[src/rtl/soc_pkg.sv]
// Shared SOC bus types plus the state encoding used by the bus down-sizer.
package soc_pkg;

    localparam int SOC_DATAW = 32;
    localparam int SOC_ADDRW = 32;
    localparam int SOC_BYTES = SOC_DATAW / 8;

    typedef logic [SOC_ADDRW-1:0] soc_addr_t;
    typedef logic [SOC_BYTES-1:0] soc_we_t;
    typedef logic [SOC_DATAW-1:0] soc_data_t;

    typedef enum logic [1:0] {
        DNS_IDLE   = 2'd0,
        DNS_ISSUE  = 2'd1,
        DNS_RDWAIT = 2'd2,
        DNS_RESP   = 2'd3
    } dns_state_e;

endpackage

[src/rtl/soc_lane_find.sv]
// Priority search for the lowest SOC lane with any byte enable set, at or
// above (incl=1) or strictly above (incl=0) the lane index 'from'.
module soc_lane_find
    import soc_pkg::*;
#(
    parameter int RATIO = 4,
    parameter int LANEW = 2
) (
    input  logic [RATIO*SOC_BYTES-1:0] we,
    input  logic [LANEW-1:0]           from,
    input  logic                       incl,
    output logic                       found,
    output logic [LANEW-1:0]           idx
);

    // Scan from the top lane down so the lowest qualifying lane wins.
    always_comb begin : lane_scan
        logic hit_s;
        hit_s = 1'b0;
        found = 1'b0;
        idx   = '0;
        for (int i = RATIO - 1; i >= 0; i--) begin
            hit_s = (|we[i*SOC_BYTES +: SOC_BYTES]) &&
                    ((i > int'(from)) || (incl && (i == int'(from))));
            found = found | hit_s;
            idx   = hit_s ? LANEW'(i) : idx;
        end
    end

endmodule

[src/rtl/soc_bus_dnsizer.sv]
// Splits one wide upstream request into RATIO narrow SOC beats (lowest lane
// first), gathers read lanes back into a wide word and signals completion.
// An all-zero byte-enable request is a read.
module soc_bus_dnsizer
    import soc_pkg::*;
#(
    parameter int MST_DATAW  = 128,
    parameter int SKIP_EMPTY = 1
) (
    input  logic                                   clk,
    input  logic                                   srst_n,
    input  logic                                   req_vld,
    output logic                                   req_rdy,
    input  logic [SOC_ADDRW-$clog2(MST_DATAW/8)-1:0] req_addr,
    input  logic [MST_DATAW/8-1:0]                 req_we,
    input  logic [MST_DATAW-1:0]                   req_wdat,
    output logic                                   rsp_vld,
    output logic [MST_DATAW-1:0]                   rsp_rdat,
    output logic                                   soc_vld,
    input  logic                                   soc_rdy,
    output soc_addr_t                              soc_addr,
    output soc_we_t                                soc_we,
    output soc_data_t                              soc_wdat,
    input  soc_data_t                              soc_rdat,
    input  logic                                   soc_rvld
);

    localparam int MST_BYTES = MST_DATAW / 8;
    localparam int RATIO     = MST_DATAW / SOC_DATAW;
    localparam int LANEW     = $clog2(RATIO);
    localparam int REQ_AW    = SOC_ADDRW - $clog2(MST_BYTES);
    localparam logic [LANEW-1:0] LAST_LANE = LANEW'(RATIO - 1);

    dns_state_e              state_q, state_d;
    logic [LANEW-1:0]        k_q, k_d;
    logic [REQ_AW-1:0]       addr_q, addr_d;
    logic [MST_BYTES-1:0]    we_q, we_d;
    logic [MST_DATAW-1:0]    wdat_q, wdat_d;
    logic [MST_DATAW-1:0]    rdat_q, rdat_d;
    logic                    soc_vld_q, soc_vld_d;
    soc_addr_t               soc_addr_q, soc_addr_d;
    soc_we_t                 soc_we_q, soc_we_d;
    soc_data_t               soc_wdat_q, soc_wdat_d;
    logic                    rsp_vld_q, rsp_vld_d;
    logic                    req_rdy_q, req_rdy_d;

    logic [MST_BYTES-1:0]    find_we;
    logic [LANEW-1:0]        find_from;
    logic                    find_incl;
    logic                    find_found;
    logic [LANEW-1:0]        find_idx;

    // In IDLE search the incoming request from lane 0; otherwise search the
    // captured enables for the next lane above the current beat.
    assign find_we   = (state_q == DNS_IDLE) ? req_we : we_q;
    assign find_from = (state_q == DNS_IDLE) ? '0 : k_q;
    assign find_incl = (state_q == DNS_IDLE);

    soc_lane_find #(
        .RATIO (RATIO),
        .LANEW (LANEW)
    ) u_lane_find (
        .we    (find_we),
        .from  (find_from),
        .incl  (find_incl),
        .found (find_found),
        .idx   (find_idx)
    );

    // Next-state, beat index and capture logic; outputs derive from next state.
    always_comb begin
        state_d = state_q;
        k_d     = k_q;
        addr_d  = addr_q;
        we_d    = we_q;
        wdat_d  = wdat_q;
        rdat_d  = rdat_q;
        case (state_q)
            DNS_IDLE: begin
                if (req_vld && req_rdy_q) begin
                    addr_d  = req_addr;
                    we_d    = req_we;
                    wdat_d  = req_wdat;
                    state_d = DNS_ISSUE;
                    if ((req_we != '0) && (SKIP_EMPTY != 0)) begin
                        k_d = find_idx;
                    end else begin
                        k_d = '0;
                    end
                end else begin
                    state_d = DNS_IDLE;
                end
            end
            DNS_ISSUE: begin
                if (soc_rdy) begin
                    if (we_q == '0) begin
                        state_d = DNS_RDWAIT;
                    end else if (SKIP_EMPTY != 0) begin
                        if (find_found) begin
                            k_d = find_idx;
                        end else begin
                            state_d = DNS_RESP;
                        end
                    end else if (k_q == LAST_LANE) begin
                        state_d = DNS_RESP;
                    end else begin
                        k_d = k_q + LANEW'(1'b1);
                    end
                end else begin
                    state_d = DNS_ISSUE;
                end
            end
            DNS_RDWAIT: begin
                if (soc_rvld) begin
                    rdat_d[int'(k_q)*SOC_DATAW +: SOC_DATAW] = soc_rdat;
                    if (k_q == LAST_LANE) begin
                        state_d = DNS_RESP;
                    end else begin
                        k_d     = k_q + LANEW'(1'b1);
                        state_d = DNS_ISSUE;
                    end
                end else begin
                    state_d = DNS_RDWAIT;
                end
            end
            DNS_RESP: begin
                state_d = DNS_IDLE;
                k_d     = '0;
            end
            default: begin
                state_d = DNS_IDLE;
                k_d     = '0;
            end
        endcase

        soc_vld_d  = (state_d == DNS_ISSUE);
        soc_addr_d = soc_addr_t'({addr_d, k_d});
        soc_we_d   = soc_vld_d ? we_d[int'(k_d)*SOC_BYTES +: SOC_BYTES] : '0;
        soc_wdat_d = soc_vld_d ? wdat_d[int'(k_d)*SOC_DATAW +: SOC_DATAW] : '0;
        rsp_vld_d  = (state_d == DNS_RESP);
        req_rdy_d  = (state_d == DNS_IDLE);
    end

    // State and registered outputs with synchronous active-low reset.
    always_ff @(posedge clk) begin
        if (!srst_n) begin
            state_q    <= DNS_IDLE;
            k_q        <= '0;
            addr_q     <= '0;
            we_q       <= '0;
            wdat_q     <= '0;
            rdat_q     <= '0;
            soc_vld_q  <= 1'b0;
            soc_addr_q <= '0;
            soc_we_q   <= '0;
            soc_wdat_q <= '0;
            rsp_vld_q  <= 1'b0;
            req_rdy_q  <= 1'b0;
        end else begin
            state_q    <= state_d;
            k_q        <= k_d;
            addr_q     <= addr_d;
            we_q       <= we_d;
            wdat_q     <= wdat_d;
            rdat_q     <= rdat_d;
            soc_vld_q  <= soc_vld_d;
            soc_addr_q <= soc_addr_d;
            soc_we_q   <= soc_we_d;
            soc_wdat_q <= soc_wdat_d;
            rsp_vld_q  <= rsp_vld_d;
            req_rdy_q  <= req_rdy_d;
        end
    end

    assign req_rdy  = req_rdy_q;
    assign rsp_vld  = rsp_vld_q;
    assign rsp_rdat = rdat_q;
    assign soc_vld  = soc_vld_q;
    assign soc_addr = soc_addr_q;
    assign soc_we   = soc_we_q;
    assign soc_wdat = soc_wdat_q;

endmodule

[config.mk]
export PLATFORM = sky130hd
export DESIGN_NAME = soc_bus_dnsizer
export DESIGN_NICKNAME = d
export VERILOG_FILES = /design/src/rtl/soc_pkg.sv /design/src/rtl/soc_lane_find.sv /design/src/rtl/soc_bus_dnsizer.sv
export SDC_FILE = /design/constraint.sdc
export NUM_CORES = 1
export LEC_CHECK = 0
export ABC_CLOCK_PERIOD_IN_PS = 2300
export BUFFER_PORTS_ARGS = -buffer_cell sky130_fd_sc_hd__buf_2
export CAP_MARGIN = 20
export CELL_PAD_IN_SITES_DETAIL_PLACEMENT = 1
export CELL_PAD_IN_SITES_GLOBAL_PLACEMENT = 1
export CORE_MARGIN = 8
export CORE_UTILIZATION = 35
export CTS_BUF_LIST = sky130_fd_sc_hd__clkbuf_4 sky130_fd_sc_hd__clkbuf_8
export DETAILED_ROUTE_END_ITERATION = 12
export PLACE_DENSITY = 0.86
export SYNTH_ARGS = -nofsm -noshare
export SYNTH_HDL_FRONTEND = slang
export SYNTH_SLANG_ARGS = --single-unit
[constraint.sdc]
create_clock -name clk -period 2.3 [get_ports clk]
set_input_delay 0.46 -clock clk [delete_from_list [all_inputs] [get_ports clk]]
set_output_delay 0.46 -clock clk [all_outputs]
set_load 0.01 [all_outputs]
# After elaboration in Yosys (flattened, before gate mapping)
# Cells that the tools add are included.
# classes
n_addsub,2
n_lt_le_gt_ge,3
n_eq_ne,9
shifts,4
mux,28
n_bitwise,3
reduce_logical,23
# ops
operator,n
$mux 128,2
$bwmux 128,1
$shift 32x33->128 const A,1
$shiftx 128x8->32,1
$shiftx 32x33->128,1
$mux 28,2
$mux 16,3
$mux 2,17
$neg 7->33,1
$logic_not 16->1,1
$pmux 2 s4,2
$reduce_bool 16->1,1
$reduce_or 4->1,4
$shiftx 16x5->4,1
$logic_and 1x1->1,9
$eq 2x2->1 const B,4
$logic_not 2->1,3
$eq 2x1->1 const B,2
$eq 2x2->1 const A,2
$gt 2x2->1 const A,2
$reduce_and 2->1,2
$logic_or 1x1->1,3
$or 1x1->1,3
$add 2x1->2 const B,1
3 further kinds,3
# totals
regBits,375
inputBits,209
output_inout_bits,199
word_cells,85

# Longest topological paths before layout
# Gate-level depths: netlist (run 1).
# logic_depth
word_depth,15
mapped_depth,12
depth_no_buf,9

# By module
# A second synthesis (run 1) with hierarchy kept.
# hier_totals
cells_unflattened,1606
area_unflattened_um2,15089.5
# by_module_without_submodules
module,instances,cells_per_inst,area_each_um2,seq_area_each_um2
soc_bus_dnsizer,1,1582,14941.8,6866.6
soc_lane_find,1,24,147.6,0.0

# Worst setup path after synthesis (run 1)
# No wires, ideal clock.
# synth_timing
path_kind,input to register
startpoint,input req_we[4]
endpoint,register soc_wdat_q[12] (netlist: soc_wdat[12])
setup_ns,0.138
arrival_ns,2.302
required_time_ns,2.162
setup_slack_ns,-0.140
path_stages,9
n_path_buf,1
cell_sequence,nor4_2 a21oi_1 or2_1 a221oi_2 o21ai_1 nand3_2 clkbuf_1 o22a_1 o221ai_1
# synth_via
elab_chain_cells,11
elab_cells_between_ends,21
classes_between,eq/ne: 1; shift: 1; mux: 13; bitwise: 2; reduce/logical: 4
# synth_rtl
element,line_no,source
start: declaration,soc_bus_dnsizer.sv:15,"input logic [MST_DATAW/8-1:0] req_we,"
branches (longest 11 deep; another with $shiftx 128x8->32),--,
end signal: assignment,soc_bus_dnsizer.sv:169,soc_wdat_q <= soc_wdat_d;
end: declaration,soc_bus_dnsizer.sv:43,"soc_data_t soc_wdat_q, soc_wdat_d;"
# Several ways; the timed one is not identified.
# A chain may end at the register's enable or synchronous reset.

# Worst setup path in the final report (run 1)
# layout_timing
startpoint,register we_q[9]
endpoint,register soc_wdat_q[17] (netlist: soc_wdat[17])
# layout_via
elab_chain_cells,12
elab_cells_between_ends,23
classes_between,eq/ne: 1; shift: 1; mux: 14; bitwise: 3; reduce/logical: 4
# layout_rtl
element,line_no,source
start: declaration,soc_bus_dnsizer.sv:37,"logic [MST_BYTES-1:0] we_q, we_d;"
start signal: assignment,soc_bus_dnsizer.sv:163,we_q <= we_d;
branches (longest 12 deep; another with $shiftx 128x8->32),--,
# Several ways; the timed one is not identified.

==> results of run 1 <==
-- final cells by class --
class,count,share of cell area
inverter,6,0.00151
timing repair buffer,569,0.198
tap,525,0.0330
clock inverter,12,0.00666
sequential,343,0.345
clock buffer,92,0.0582
antenna,11,0.00138
multi-input combinational,1205,0.356
-- sequential cells by signal, indices dropped and copies added, names as in the netlist, 2 cells and up --
name	flops
rsp_rdat	128
wdat_q	128
soc_wdat	32
addr_q	28
we_q	16
soc_we	4
state_q	2
-- how the worst max path moves through the flow --
stage          cells after the start                 endpoint  slack [ns]
6_report                          13  soc_wdat[17]$_SDFF_PN0_       -0.55
3_5_place_dp                      11  soc_wdat[17]$_SDFF_PN0_       -0.65
4_1_cts                           13     soc_we[0]$_SDFF_PN0_       -0.28
3_3_place_gp                      11  soc_wdat[16]$_SDFF_PN0_       -0.46
5_1_grt                           12  soc_wdat[17]$_SDFF_PN0_       -0.62
2_1_floorplan                     10  soc_wdat[13]$_SDFF_PN0_       -0.01
-- tightest hold or removal path, delay by kind of cell --
kind                   cells  cell delay [ns]
AO/OA/AOI/OAI              1             0.05
AND/OR/NAND/NOR            1             0.05
buffers and inverters      1             0.11
-- through the flow --
step / setup TNS [ns] / hold slack [ns]
floorplan: -0.410 / 0.436
global placement: -14.70 / 0.435
detailed placement: -19.30 / 0.443
CTS: -8.20 / 0.00703
global route: -15.91 / 0.0161
finish: -12.86 / 0.0528
-- where the power goes --
group	internal (uW)	switching, uW
sequential	6230	186
combinational	1830	2100
clock	3430	2710
total	11500	5000
-- cells by family after synthesis --
kind of cell | Yosys count | share of synthesized area
simple gates | 652 | 0.195
compound gates | 399 | 0.166
flops | 343 | 0.484
buf+inv | 149 | 0.0466
mux | 145 | 0.102
fa+ha+maj | 7 | 0.00617
other cells | 1 | 0.000264
-- repair_timing --
| item | 4_1_cts | 5_1_grt |
|---|---|---|
| setup buffers | 20 | 7 |
| cloned | 2 | 5 |
| endpoints found under the hold margin | 7 | 0 |
| resized for setup | 52 | 39 |
| pin swaps | 36 | 21 |
| endpoints found under the setup margin | 36 | 53 |
| hold buffers | 7 | 0 |
-- Yosys cell counts, types with 5 or more instances --
library cell / n / area, sq um
nand2_1: 480 / 1800
clkbuf_1: 119 / 447
dfxtp_1: 343 / 6870
buf_6: 7 / 78.8
nor4_2: 9 / 113
o221ai_1: 36 / 315
buf_4: 8 / 60.1
inv_1: 5 / 18.8
o22a_1: 37 / 324
nor2_1: 9 / 33.8
mux2i_1: 145 / 1450
buf_2: 6 / 30.0
nand3_1: 131 / 656
ha_1: 7 / 87.6
a21oi_1: 305 / 1530
-- routing by layer --
metal | vias to the layer above | global-route usage | wire [microns]
met2 | 787 | 0.431 | 32700
met5 | - | 0 | 37
li1 | 6842 | - | -
met4 | 6 | 0.127 | 3670
met1 | 7584 | 0.283 | 24600
met3 | 246 | 0.0681 | 4980
==> impl_metrics.csv, run 1 <==
group,metric,value,unit
layout,multi_input_area,7100,sq um
grt,grt_start_max_net_pins,96,
layout,synthToLayoutAreaGrowth,40.4,%
setup_path,cp-end-kind,"register",
worst_hold_path,hp-class,"in2reg",
setup_path,reg2regPathDepth,13,
sta,period_share,1.24,
job,cap_violations,0,
sta,layout_min_cycle_time,2.85,ns
synth,synth-main-ff-cell,"dfxtp_1",
grt,grt_pass1_wl,94900,microns
grt,antenna_found_initial,13,
route,ant_nets,0,
place,dpl.hpwl,40700,microns
synth,synthesis.area,14200,sq um
layout,design_area,19900,sq um
route,via_per_inst,5.60,
route,first_pass_iters,5,
route,drc_errors,0,
synth,synth_seq_area_share,0.484,
layout,final_util,0.499,
sta,slew_headroom,0.605,
worst_hold_path,min_from,"req_wdat[107]",
floorplanning,die_width,217,microns
setup_path,critPathMaxFanout,6,
floorplanning,core-area,39900,sq um
setup_path,cpMaxStageDelayCell,"o221ai_1",
route,drt-initial-drc-count,1200,
floorplanning,pin_count,408,
setup_path,worst_setup_path_start_kind,"register",
grt,track_usage,0.251,
floorplanning,fp.dieH,217,microns
layout,regArea,6870,sq um
sta,rsz0062_at_grt,"true",
run_status,status,"complete, but fails checks",
layout,fin_cells,2763,
setup_path,path_cells,"nor4_4 -> buf_4 -> o22a_1 -> a211oi_2 -> buf_4 -> o21ai_4 -> o221ai_4 -> buf_12 -> buf_12 -> clkbuf_16 -> buf_4 -> mux2i_1 -> o221ai_1",
layout,final_layout_size_suffix_gt1_frac,0.334,
sta,tightest_slew,0.593,ns
sta,fin_skew,0.0395,ns
sta,setup_violations,36,
cts,cts-root-buf,"clkbuf_8",
synth,synth_edf_count,0,
layout,nNetsFinal,2399,
cts,cts_tree,"built",
cts,cts_made_buffers,58,
cts,clk_latency,0.67,ns
layout,final_common_cell,"nand2_1",
floorplanning,start_util,0.355,
place,post_dp_cell_area,17700,sq um
floorplanning,design.die.area,47200,sq um
place,post-place-ws,-0.648,ns
layout,mostFrequentLayoutCells,"nand2_1, buf_2, dfxtp_1",
cts,cts.sinks,343,
synth,postSynthAreaPerCell,8.36,sq um
sta,fmax,350,MHz
sta,layout_setup_ws,-0.553,ns
synth,synth_warnings,0,
synth,async_flop_share,0,
place,place_congestion,0.887,
route,via_count,15500,
setup_path,cpMostUsedCell,"buf_4",
worst_hold_path,hold_depth,3,
grt,grt_pass1_vias,16400,
setup_path,timing.reg2reg.setup_slack,-0.55,ns
setup_path,r2r_start,"we_q[9]$_SDFF_PN0_",
power_and_ir_drop,fin_total_pwr,16500,uW
sta,hold_viol,0,
setup_path,worstReg2RegEnd,"soc_wdat[17]$_SDFF_PN0_",
route,wl,66100,microns
synth,synth_cell_types,49,
power_and_ir_drop,ir_drop,0.000478,V
setup_path,crit_path_max_incr_delay,0.41,ns
power_and_ir_drop,power.density,828,nW/um^2
worst_hold_path,hold_end,"wdat_q[107]$_SDFF_PN0_",
setup_path,critPathLaunch,"we_q[9]$_SDFF_PN0_",
layout,fillCellCount,4715,
cts,htree_levels,2,
grt,gr-total-overflow,0,
cts,clk_pin_slew,0.08,ns
sta,drv_slew,0,
setup_path,arrival,3.37,ns
setup_path,path_class,"reg2reg",
place,portBuffers,405,
setup_path,required,2.82,ns
synth,ys_ff_latch,343,
setup_path,crit_family,"buffers and inverters",
setup_path,crit_buf_inv,6,
cts,clockBufferDepth,3,
synth,netlist_instances,1696,
power_and_ir_drop,p_leak,0.00869,uW
floorplanning,rows,73,
place,place_inst,2607,
route,avgRoutedWirePerCell,23.9,microns
run_status,violations,"negative setup slack",
(Power assumes the default switching activity.)
==> run 2: changes to the inputs <==
CELL_PAD_IN_SITES_DETAIL_PLACEMENT = 0   (was 1)
RECOVER_POWER = 25   (was unset)
==> impl_metrics.csv, run 2 (synthesized netlist as in run 1, its figures left out) <==
group,metric,value,unit
layout,fin_cells,2746,
route,wl,52000,microns
route,avgRoutedWirePerCell,18.9,microns
setup_path,required,2.80,ns
setup_path,reg2regPathDepth,14,
grt,grt_pass1_vias,13900,
sta,fmax,386,MHz
layout,fillCellCount,3862,
layout,final_layout_size_suffix_gt1_frac,0.268,
cts,cts_made_buffers,59,
place,place_congestion,0.887,
sta,tightest_slew,0.746,ns
worst_hold_path,hold_end,"addr_q[20]$_SDFFE_PN0P_",
sta,drv_slew,0,
setup_path,timing.reg2reg.setup_slack,-0.29,ns
grt,antenna_found_initial,6,
worst_hold_path,min_from,"req_addr[20]",
setup_path,cpMostUsedCell,"buf_6",
route,ant_nets,0,
worst_hold_path,hold_depth,3,
run_status,status,"complete, but fails checks",
cts,htree_levels,2,
grt,grt_pass1_wl,77900,microns
grt,gr-total-overflow,0,
layout,mostFrequentLayoutCells,"nand2_1, dfxtp_1, a21oi_1",
setup_path,r2r_start,"we_q[7]$_SDFF_PN0_",
cts,cts.sinks,343,
route,drc_errors,0,
setup_path,path_cells,"nor4_4 -> buf_4 -> and4_1 -> nand2b_4 -> buf_6 -> o21a_1 -> o221ai_4 -> buf_12 -> buf_12 -> buf_6 -> buf_6 -> mux2i_1 -> o22a_1 -> o221ai_1",
layout,regArea,6870,sq um
route,first_pass_iters,6,
cts,clk_latency,0.66,ns
run_status,violations,"negative setup slack",
power_and_ir_drop,p_switching,4550,uW
layout,synthToLayoutAreaGrowth,36.6,%
setup_path,critPathMaxFanout,8,
power_and_ir_drop,pwr-share-comb,0.210,
sta,layout_min_cycle_time,2.59,ns
grt,track_usage,0.203,
layout,design_area,19400,sq um
power_and_ir_drop,p_leak,0.00809,uW
sta,slew_headroom,0.503,
place,post-place-ws,-0.518,ns
sta,layout_setup_ws,-0.289,ns
sta,period_share,1.13,
setup_path,cpMaxStageDelayCell,"dfxtp_2",
place,place_inst,2607,
route,via_per_inst,5.17,
cts,clk_pin_slew,0.07,ns
floorplanning,core-area,39900,sq um
floorplanning,die_width,217,microns
sta,rsz0062_at_grt,"true",
floorplanning,design.die.area,47200,sq um
sta,hold_viol,0,
power_and_ir_drop,netSwitchingFraction,0.284,
floorplanning,start_util,0.355,
setup_path,worst_setup_path_start_kind,"register",
power_and_ir_drop,clockPowerShare,0.391,
route,drt-initial-drc-count,1207,
place,portBuffers,405,
setup_path,cp-end-kind,"register",
layout,final_util,0.485,
cts,cts-root-buf,"clkbuf_8",
route,via_count,14200,
job,cap_violations,0,
place,dpl.hpwl,35800,microns
cts,clockBufferDepth,3,
setup_path,crit_buf_inv,6,
floorplanning,rows,73,
place,post_dp_cell_area,17700,sq um
layout,nNetsFinal,2383,
sta,fin_skew,0.0422,ns
setup_path,path_class,"reg2reg",
sta,setup_violations,36,
power_and_ir_drop,fin_total_pwr,16000,uW
power_and_ir_drop,sequentialPowerShare,0.399,
worst_hold_path,hp-class,"in2reg",
layout,final_common_cell,"nand2_1",
setup_path,worstReg2RegEnd,"soc_wdat[27]$_SDFF_PN0_",
grt,grt_start_max_net_pins,96,
power_and_ir_drop,p_int,11500,uW
cts,cts_tree,"built",
power_and_ir_drop,power.density,826,nW/um^2
setup_path,crit_family,"buffers and inverters",
floorplanning,pin_count,408,
power_and_ir_drop,ir_drop,0.000428,V
floorplanning,fp.dieH,217,microns
setup_path,crit_path_max_incr_delay,0.34,ns
layout,multi_input_area,6940,sq um
setup_path,arrival,3.09,ns
## run 2: cell types whose count changed in the layout (fill, tap and decap cells not counted), sizes merged
cell,delta
bufinv,+1
dlygate4sd3,-4
clkinvlp,-2
inv,-1
clkinv,+3
diode,-6
clkbuf,+127
buf,-135
## run 2: worst reg2reg max path: stages, from the launching register on
cell,delay (ns)
dfxtp_2,0.34
nor4_4,0.28
buf_4,0.18
and4_1,0.23
nand2b_4,0.15
buf_6,0.09
o21a_1,0.15
o221ai_4,0.11
buf_12,0.16
buf_12,0.15
buf_6,0.13
buf_6,0.11
mux2i_1,0.16
o22a_1,0.15
o221ai_1,0.10
## run 2: worst max-delay path by stage
stage	start	to	cells past startpoint
finish	we_q[7]$_SDFF_PN0_	soc_wdat[27]$_SDFF_PN0_	14
global route	we_q[12]$_SDFF_PN0_	soc_wdat[15]$_SDFF_PN0_	11
CTS	we_q[4]$_SDFF_PN0_	soc_we[0]$_SDFF_PN0_	12
detailed placement	req_we[12]	soc_we[0]$_SDFF_PN0_	11
global placement	req_we[12]	soc_wdat[16]$_SDFF_PN0_	11
floorplan	req_we[12]	soc_wdat[13]$_SDFF_PN0_	10
## run 2: power by group through the flow
stage	sequential, uW	clock (uW)	combinational, uW
floorplan	6520	0	1710
global placement	6490	0	2960
detailed placement	6500	0	3030
CTS	6370	6400	3050
global route	6410	6680	3590
finish	6390	6260	3360
## run 2: area by class of cell
cell class | count | share of cell area
multi-input combinational | 1205 | 0.358
sequential | 343 | 0.355
timing repair buffer | 552 | 0.180
clock buffer | 97 | 0.0625
tap | 525 | 0.0339
clock inverter | 13 | 0.00814
inverter | 6 | 0.00155
antenna | 5 | 0.000646
## run 2: what timing repair did
item / in CTS / in global routing
setup endpoints to repair: 36 / 37
cloned: 0 / 2
hold buffers: 2 / 1
gates resized for setup: 3 / 49
endpoints found under the hold margin: 2 / 1
buffers inserted: 0 / 19
pin swaps: 2 / 21
## run 2: per-layer routing
| metal | vias to the layer above | part of all wire | GRT usage |
|---|---|---|---|
| met5 | - | 0.00050 | 0 |
| met4 | 4 | 0.034 | 0.0771 |
| met3 | 121 | 0.076 | 0.0583 |
| met2 | 531 | 0.48 | 0.334 |
| met1 | 6730 | 0.41 | 0.249 |
| li1 | 6817 | - | - |
## run 2: through the flow
stage,hold WS [ns],TNS (ns)
after floorplan,0.436,-0.410
after global placement,0.435,-14.70
final,0.0473,-7.92
after detailed placement,0.441,-16.40
after CTS,0.000520,-6.75
after global routing,0.000380,-12.79
